===== src/rtl/id_stage.sv =====
// Instruction-decode stage: branch/jump resolution, hazard stalls, interrupt/exception entry, ID_EX register.
// Optional build macro ID_BRANCH_FWD_EN enables MEM->ID operand forwarding.
module id_stage #(
    parameter int unsigned IRQ_VEC_MODE = 0
) (
    input  logic         clk,
    input  logic         reset_b,
    input  logic [63:0]  IF_ID,
    input  logic [31:0]  rs_data,
    input  logic [31:0]  rt_data,
    input  logic         ex_reg_write,
    input  logic         ex_mem_read,
    input  logic [4:0]   ex_rd,
    input  logic         mem_reg_write,
    input  logic [4:0]   mem_rd,
    input  logic [31:0]  mem_result,
    input  logic         irq,
    output logic [4:0]   rs_addr,
    output logic [4:0]   rt_addr,
    output logic [2:0]   PCSrc,
    output logic [31:0]  branch_address,
    output logic [31:0]  jump_address,
    output logic [31:0]  jr_address,
    output logic         IF_Flush,
    output logic         IF_Pause,
    output logic         intruption,
    output logic         exception,
    output logic [31:0]  epc,
    output logic [159:0] ID_EX
);
    localparam int unsigned XLEN = 32;
    localparam int unsigned CNTW = 2;

    logic [XLEN-1:0] w_pc4, w_instr, w_rs_val, w_rt_val, w_imm_ext, w_boff;
    logic [5:0]      w_op;
    logic [4:0]      w_rs, w_rt;
    logic            w_kernel, w_is_b, w_is_j, w_is_jr, w_legal, w_taken;
    logic            w_ex_hit, w_mem_hit, w_stall, w_intr, w_exc;
    logic [CNTW-1:0] w_need, w_stall_cnt_nxt;
    logic [2:0]      w_pcsrc;
    logic [159:0]    w_id_ex_nxt;

    logic [CNTW-1:0] r_stall_cnt;
    logic            r_flush_d, r_intr_q, r_exc_q;

    assign w_pc4    = IF_ID[63:32];
    assign w_instr  = IF_ID[31:0];
    assign w_kernel = IF_ID[63];
    assign w_op     = w_instr[31:26];
    assign w_rs     = w_instr[25:21];
    assign w_rt     = w_instr[20:16];
    assign rs_addr  = w_rs;
    assign rt_addr  = w_rt;

    // Opcode classification
    always_comb begin
        w_is_b  = 1'b0;
        w_is_j  = 1'b0;
        w_is_jr = 1'b0;
        w_legal = 1'b1;
        case (w_op)
            6'h00: w_is_jr = (w_instr[5:0] == 6'h08) || (w_instr[5:0] == 6'h09);
            6'h01: w_is_b  = (w_rt == 5'd0);
            6'h02, 6'h03: w_is_j = 1'b1;
            6'h04, 6'h05, 6'h06, 6'h07: w_is_b = 1'b1;
            6'h08, 6'h09, 6'h0A, 6'h0B, 6'h0C, 6'h0D, 6'h0F, 6'h23, 6'h2B: w_legal = 1'b1;
            default: w_legal = 1'b0;
        endcase
    end

`ifdef ID_BRANCH_FWD_EN
    assign w_rs_val = (mem_reg_write && mem_rd != 5'd0 && mem_rd == w_rs) ? mem_result : rs_data;
    assign w_rt_val = (mem_reg_write && mem_rd != 5'd0 && mem_rd == w_rt) ? mem_result : rt_data;
`else
    logic w_unused_mem_result;
    assign w_unused_mem_result = ^mem_result;
    assign w_rs_val = rs_data;
    assign w_rt_val = rt_data;
`endif

    assign w_ex_hit  = (w_rs != 5'd0 && ex_rd == w_rs) || (w_rt != 5'd0 && ex_rd == w_rt);
    assign w_mem_hit = (w_rs != 5'd0 && mem_rd == w_rs) || (w_rt != 5'd0 && mem_rd == w_rt);

    // Stall length demanded by the instruction now in ID
    always_comb begin
        w_need = CNTW'(0);
`ifdef ID_BRANCH_FWD_EN
        if ((w_is_b || w_is_jr) && w_ex_hit && ex_mem_read)
            w_need = CNTW'(2);
        else if ((w_is_b || w_is_jr) && w_ex_hit && ex_reg_write)
            w_need = CNTW'(1);
        else if (ex_mem_read && w_ex_hit)
            w_need = CNTW'(1);
`else
        if ((w_is_b || w_is_jr) && w_ex_hit && (ex_reg_write || ex_mem_read))
            w_need = CNTW'(2);
        else if ((w_is_b || w_is_jr) && w_mem_hit && mem_reg_write)
            w_need = CNTW'(1);
        else if (ex_mem_read && w_ex_hit)
            w_need = CNTW'(1);
`endif
    end

    // Counter holds the stall cycles remaining after the detection cycle
    always_comb begin
        w_stall_cnt_nxt = r_stall_cnt;
        if (r_stall_cnt != CNTW'(0))
            w_stall_cnt_nxt = r_stall_cnt - CNTW'(1);
        else if (w_need != CNTW'(0))
            w_stall_cnt_nxt = w_need - CNTW'(1);
    end

    assign w_stall = (r_stall_cnt != CNTW'(0)) || (w_need != CNTW'(0));

    always_comb begin
        w_taken = 1'b0;
        case (w_op)
            6'h04:   w_taken = (w_rs_val == w_rt_val);
            6'h05:   w_taken = (w_rs_val != w_rt_val);
            6'h06:   w_taken = w_rs_val[31] || (w_rs_val == 32'd0);
            6'h07:   w_taken = !w_rs_val[31] && (w_rs_val != 32'd0);
            6'h01:   w_taken = w_rs_val[31];
            default: w_taken = 1'b0;
        endcase
    end

    assign w_imm_ext = (w_op == 6'h0C || w_op == 6'h0D) ? {16'd0, w_instr[15:0]}
                                                       : {{16{w_instr[15]}}, w_instr[15:0]};
    assign w_boff    = {w_imm_ext[29:0], 2'b00};

    assign branch_address = {w_pc4[31], w_pc4[30:0] + w_boff[30:0]};
    assign jump_address   = {w_pc4[31:28], w_instr[25:0], 2'b00};
    assign jr_address     = w_rs_val;

    // Priority: stall > interrupt > exception > branch/jump
    assign w_intr   = irq && !w_kernel && !w_stall && !r_flush_d;
    assign w_exc    = !w_legal && !w_kernel && !w_stall && !w_intr;
    assign w_pcsrc  = (w_stall || w_intr || w_exc) ? 3'b000 : {w_is_jr, w_is_j, w_is_b && w_taken};

    assign PCSrc      = w_pcsrc;
    assign IF_Pause   = w_stall;
    assign IF_Flush   = !w_stall && (w_intr || w_exc || (w_pcsrc != 3'b000));
    assign intruption = w_intr || r_intr_q;
    assign exception  = w_exc || r_exc_q;

    // Bubble on stall, trap, or undefined opcode (kernel-mode nop)
    assign w_id_ex_nxt = (w_stall || w_intr || w_exc || !w_legal) ? 160'd0
                         : {w_pc4, w_rs_val, w_rt_val, w_imm_ext, w_instr};

    always_ff @(posedge clk or negedge reset_b) begin
        if (!reset_b) begin
            r_stall_cnt <= CNTW'(0);
            r_flush_d   <= 1'b0;
            r_intr_q    <= 1'b0;
            r_exc_q     <= 1'b0;
            epc         <= 32'd0;
            ID_EX       <= 160'd0;
        end else begin
            r_stall_cnt <= w_stall_cnt_nxt;
            r_flush_d   <= IF_Flush;
            r_intr_q    <= (IRQ_VEC_MODE != 0) && w_intr;
            r_exc_q     <= (IRQ_VEC_MODE != 0) && w_exc;
            ID_EX       <= w_id_ex_nxt;
            if (w_intr || w_exc)
                epc <= w_pc4 - 32'd4;
        end
    end
endmodule


===== config.mk =====
export PLATFORM = sky130hd
export DESIGN_NAME = id_stage
export DESIGN_NICKNAME = d
export VERILOG_FILES = /design/src/rtl/id_stage.sv
export SDC_FILE = /design/constraint.sdc
export NUM_CORES = 1
export LEC_CHECK = 0
export ABC_AREA = 0
export BUFFER_PORTS_ARGS = -buffer_cell sky130_fd_sc_hd__buf_2
export CAP_MARGIN = 20
export CORE_AREA = 2 2 185 187
export CTS_BUF_LIST = sky130_fd_sc_hd__clkbuf_8
export CTS_CLUSTER_DIAMETER = 40
export DETAILED_ROUTE_END_ITERATION = 10
export DIE_AREA = 0 0 187 189
export PLACE_DENSITY_LB_ADDON = 0.3
export SLEW_MARGIN = 20
export SYNTH_ARGS = -nofsm -noshare
export SYNTH_HDL_FRONTEND = slang
export SYNTH_SLANG_ARGS = --single-unit

===== constraint.sdc =====
create_clock -name clk -period 3.55 [get_ports clk]
set_input_delay 0.1775 -clock clk [delete_from_list [all_inputs] [get_ports clk]]
set_output_delay 0.1775 -clock clk [all_outputs]
set_load 0.005 [all_outputs]

======== After elaboration in Yosys (flattened, before gate mapping) ========
Cells that the tools add are included.
operators by class
  reduce and logical (&&, ||, !) cells .... 50
  $add $sub $neg .......................... 4
  shifts and indexed selects .............. 0
  div/mod/pow operators ................... 0
  order comparisons ....................... 0
  bitwise gates (word level) .............. 0
  muxes and demuxes ....................... 13
  multipliers ............................. 0
  equal/unequal tests ..................... 24
operators with widths
  operator                 count
  $mux W160                1
  $eq A6 B4 Y1 const B     9
  $eq A32 B32 Y1           1
  $logic_not A32 Y1        1
  $mux W32                 1
  $ne A32 B32 Y1           1
  $reduce_bool A32 Y1      1
  $sub A32 B3 Y32 const B  1
  $add A31 B31 Y31         1
  $eq A6 B3 Y1 const B     4
  $eq A5 B5 Y1             4
  $logic_and A1 B1 Y1      18
  $reduce_or A17 Y1        1
  $logic_or A1 B1 Y1       13
  $eq A6 B2 Y1 const B     2
  $eq A6 B6 Y1 const B     2
  $reduce_bool A5 Y1       2
  $eq A6 B1 Y1 const B     1
  $logic_not A1 Y1         6
  $logic_not A6 Y1         1
  $mux W2                  3
  $reduce_bool A2 Y1       3
  $logic_not A5 Y1         1
  $mux W1                  5
  7 further kinds          8
storage, ports and cells
  bits in writable memories ............... 0
  word-level logic and storage cells ...... 95
  memories kept ........................... 0
  bits in latches ......................... 0
  bits of input ports ..................... 176
  memory bits (read-only) ................. 0
  register bits after elaboration ......... 195

======== Longest topological paths before layout ========
  word-level depth ........................ 20
  depth in mapped cells ................... 11
  gate-level depth less buffers ........... 10

======== Worst setup path before layout ========
No wires, ideal clock.
  path kind ............................... input to output
  start ................................... in IF_ID[31]
  end ..................................... out branch_address[26]
  cell stages on the path ................. 11
  data required time ...................... 3372 ps
  path slack .............................. 738 ps
  data arrival time ....................... 2635 ps
  cell sequence ........................... nor2_1 a41oi_1 ha_1 clkbuf_1 and4_1 nand3_1 a31oi_1 nor2_1 nand2_1 a2111o_1 o311ai_0
on the way
  longest elaborated chain between the ends .. 4
  elaborated cells between the ends (all ways) .. 5
  classes of those cells .................. add/sub: 1; eq/ne: 2; mux: 1; reduce/logical: 1
RTL lines
  what                    line  text
  start: declaration      8     input logic [63:0] IF_ID,
  $eq A6 B4 Y1            127   assign w_imm_ext = (w_op == 6'h0C || w_op == 6'h0D) ? {16'd0, w_instr[15:0]}
  $logic_or A1 B1 Y1 (*)  127
  $mux W32 (*)            127
  $add A31 B31 Y31 (*)    131   assign branch_address = {w_pc4[31], w_pc4[30:0] + w_boff[30:0]};
  end: declaration        21    output logic [31:0] branch_address,
Every way passes the cells marked *; elsewhere a longest branch is shown, timed or not.

======== Worst setup path after layout ========
  start ................................... in IF_ID[1]
  end ..................................... out branch_address[19]
on the way
  longest elaborated chain between the ends .. 2
RTL lines
  what              line
  $mux W32          127
  $add A31 B31 Y31  131
Every way passes these cells.

==> results.cfg <==
[outcome]
status = finished, final reports clean

[synth]
synth_top_family_by_area = simple AND/OR/NAND/NOR gates
ys_dominant_reg_cell = dfrtp_1
yosysMostFrequentCell = dfrtp_1
yosysSeqAreaShare = 0.450
synth_compound_area_frac = 0.0718
synth_xor_area_frac = 0.0931
ys_top_cells_by_count = dfrtp_1 (164), and2_1 (130), buf_4 (109), xnor2_1 (74), nor2_1 (37)
synth_cell_type_count = 59
synthCells = 878
synth_area_leaders = dfrtp_1 (45%), buf_4 (9.0%), and2_1 (8.9%)
synth.top_cell.area_share = 0.450
yosys.area_share.simple = 0.190
synth_area_um2 = 9130
synth_edf_count = 0
synth_warnings = 0
ys_ff_latch = 164
synth_fa_ha_area_frac = 0.0420
muxShareOfSynthArea = 0.0403
async_flop_share = 1.00
syn_avg_cell_area_um2 = 10.4
yosys.area.top_type = dfrtp_1

[routing]
wl_per_cell_um = 18.1
vias_per_cell = 4.44
dr.pass1.iters = 4
drt_iter0_drc = 244
drc_errors = 0
route.vias.total = 8036
ant_nets = 0
drt-total-wl_mm = 32.6

[final_layout]
area_growth_pct = 40.0
final_area_um2 = 12800
fin_nets = 1551
layoutNonFillerInstCount = 1808
layout-drive-gt1-share = 0.388
fin_util = 0.384

[timing]
period_minus_slack_ns = 3.44
hold_slack_ns = 0.0451
max-slew-margin-rel = 0.504
tightest_slew_ns = 0.744
fmax_mhz = 291
fin_skew_ns = 0.0122
rsz0062_at_grt = false
setup_viol = 0
slew_violations = 0
period_share = 0.969
setup_tns_ns = 0
hold_viol_final = 0

[clock_network]
clk_latency_ns = 0.49
numCtsBuffers = 17
clk_pin_slew_ns = 0.08
root_buffer = clkbuf_8
cts.sink_count = 164
cts_tree = yes
cts_max_path_buffers = 2
cts-htree-levels = 4

[critical_path]
critPathTopFamily = compound AO/OA/AOI/OAI gates
cpMostUsedCell = buf_2
crit_path_end_kind = primary output
crit_slowest_cell = or4b_2
slowest_delay_ns = 0.60
path_class = in2out
cp_max_fo = 5
rrSetupSlack_ns = 1.34
crit_required_ns = 3.37
critPathBufInv = 4
arrival_ns = 3.26
timing.critical_path.from_type = input pin
crit_path_cell_trace = dlygate4sd3_1, buf_2, ha_1, a21o_1, a211oi_1, buf_4, nor3_1, o31a_1, o22ai_2, or4b_2, o211ai_1, buf_2

[place]
place_inst = 1653
dpl.hpwl_mm = 24.8
place_congestion = 0.849
place_area_um2 = 11100
port_buffers = 446

[pwr]
switching_share = 0.299
clockPowerShare = 0.313
ir_drop_uv = 205
switchingPower_mw = 1.40
p_comb_frac = 0.255
power_per_cell_area_nw_per_um2 = 368
internal_power_mw = 3.29
leakage_nw = 6.61
seq_power_share = 0.432

[die]
die_h_um = 189
start_util = 0.274
std_cell_rows = 67
core_region_area_um2 = 33300
die_area_um2 = 35300
ios = 481
chipWidth_um = 187

[global_route]
grt.overflow.total = 0
antenna_found_initial = 2
grt_max_degree = 87
grt_pass1_vias = 8299
grt_first_pass_wirelength_mm = 49.0
grtUsageTotal = 0.185

[job]
drv_cap = 0

[worst_hold_path]
hold_class = in2reg
[power groups by stage]
stage          sequential, mW  combinational, mW  clock (mW)
6_report                 2.03               1.20        1.47
5_1_grt                  2.04               1.32        1.61
4_1_cts                  2.03               1.21        1.53
3_5_place_dp             2.06               1.10           0
3_3_place_gp             2.06               1.10           0
2_1_floorplan            2.08              0.565           0
[metrics by stage]
step                      power (mW)  setup WS, ns
after floorplan                 2.64         0.738
after global placement          3.16         0.443
after detailed placement        3.17         0.405
after CTS                       4.77       0.00928
after global routing            4.97      0.000423
final                           4.70         0.109
[worst paths after layout]
path,start,end,cells after the start
worst max-delay path,IF_ID[1],branch_address[19],12
worst min-delay path,IF_ID[15],ID_EX[47]$_DFF_PN0_,2
worst max register to register,r_flush_d$_DFF_PN0_,epc[7]$_DFFE_PN0N_,5
worst min register to register,r_stall_cnt[0]$_DFFE_PN0P_,r_stall_cnt[0]$_DFFE_PN0P_,1
max in group asynchronous,reset_b,epc[25]$_DFFE_PN0N_,3
min in group asynchronous,reset_b,ID_EX[128]$_DFF_PN0_,2
[kinds of logic after synthesis]
logic type	after synthesis
muxes	33
and+or+nand+nor	301
buffers and inverters	155
DFF	164
adders and majority gates	30
other	1
xor gates and xnor gates	97
AOI/OAI and AO/OA	97
[cell usage in the layout, fill, tap and decap left out, types with 5 or more instances in the layout]
master,synthesis,routed
a21o_1,11,11
a21oi_1,24,23
a31oi_1,8,8
and2_1,130,130
and3_1,5,5
buf_2,2,445
buf_4,109,11
clkbuf_8,0,19
dfrtp_1,164,164
dlygate4sd3_1,0,121
ha_1,29,29
inv_1,21,23
mux2_1,6,6
mux2_2,24,24
nand2_1,26,26
nand3_1,11,11
nand4_1,14,14
nor2_1,37,37
nor3_1,23,23
nor4_1,17,17
o21ai_0,12,12
or3_1,13,13
xnor2_1,74,74
xor2_1,23,23
[state kept, by name (all words and copies together) (netlist names)]
register,count
ID_EX,129
epc,32
r_flush_d,1
r_stall_cnt,2
[worst reg2reg max path, stage by stage (launching register included)]
cell and delay (ns):
dfrtp_1 0.36, nand2b_1 0.16, a21oi_1 0.46, nor3b_4 0.32, buf_4 0.39, mux2_2 0.40
[per-layer routing]
| layer | vias up | wire length [um] | GRT usage |
|---|---|---|---|
| met4 | 0 | 996 | 0.0806 |
| li1 | 3817 | - | - |
| met2 | 354 | 16800 | 0.337 |
| met3 | 49 | 2110 | 0.0469 |
| met5 | - | 0 | 0 |
| met1 | 3816 | 12700 | 0.203 |
[area by class of cell]
type | count | area, um^2
inverter | 21 | 78.8
tap | 448 | 561
timing repair buffer | 580 | 3570
antenna | 2 | 5.00
clock inverter | 13 | 158
clock buffer | 19 | 262
fill | 3300 | 20500
sequential | 164 | 4100
multi-input combinational | 561 | 4030
[timing repair]
action,4_1_cts,5_1_grt
endpoints found under the setup margin,0,4
endpoints found under the hold margin,192,0
hold buffers,121,0
setup buffers,0,0
resized for setup,0,3
Power figures use the tool's default switching activity.
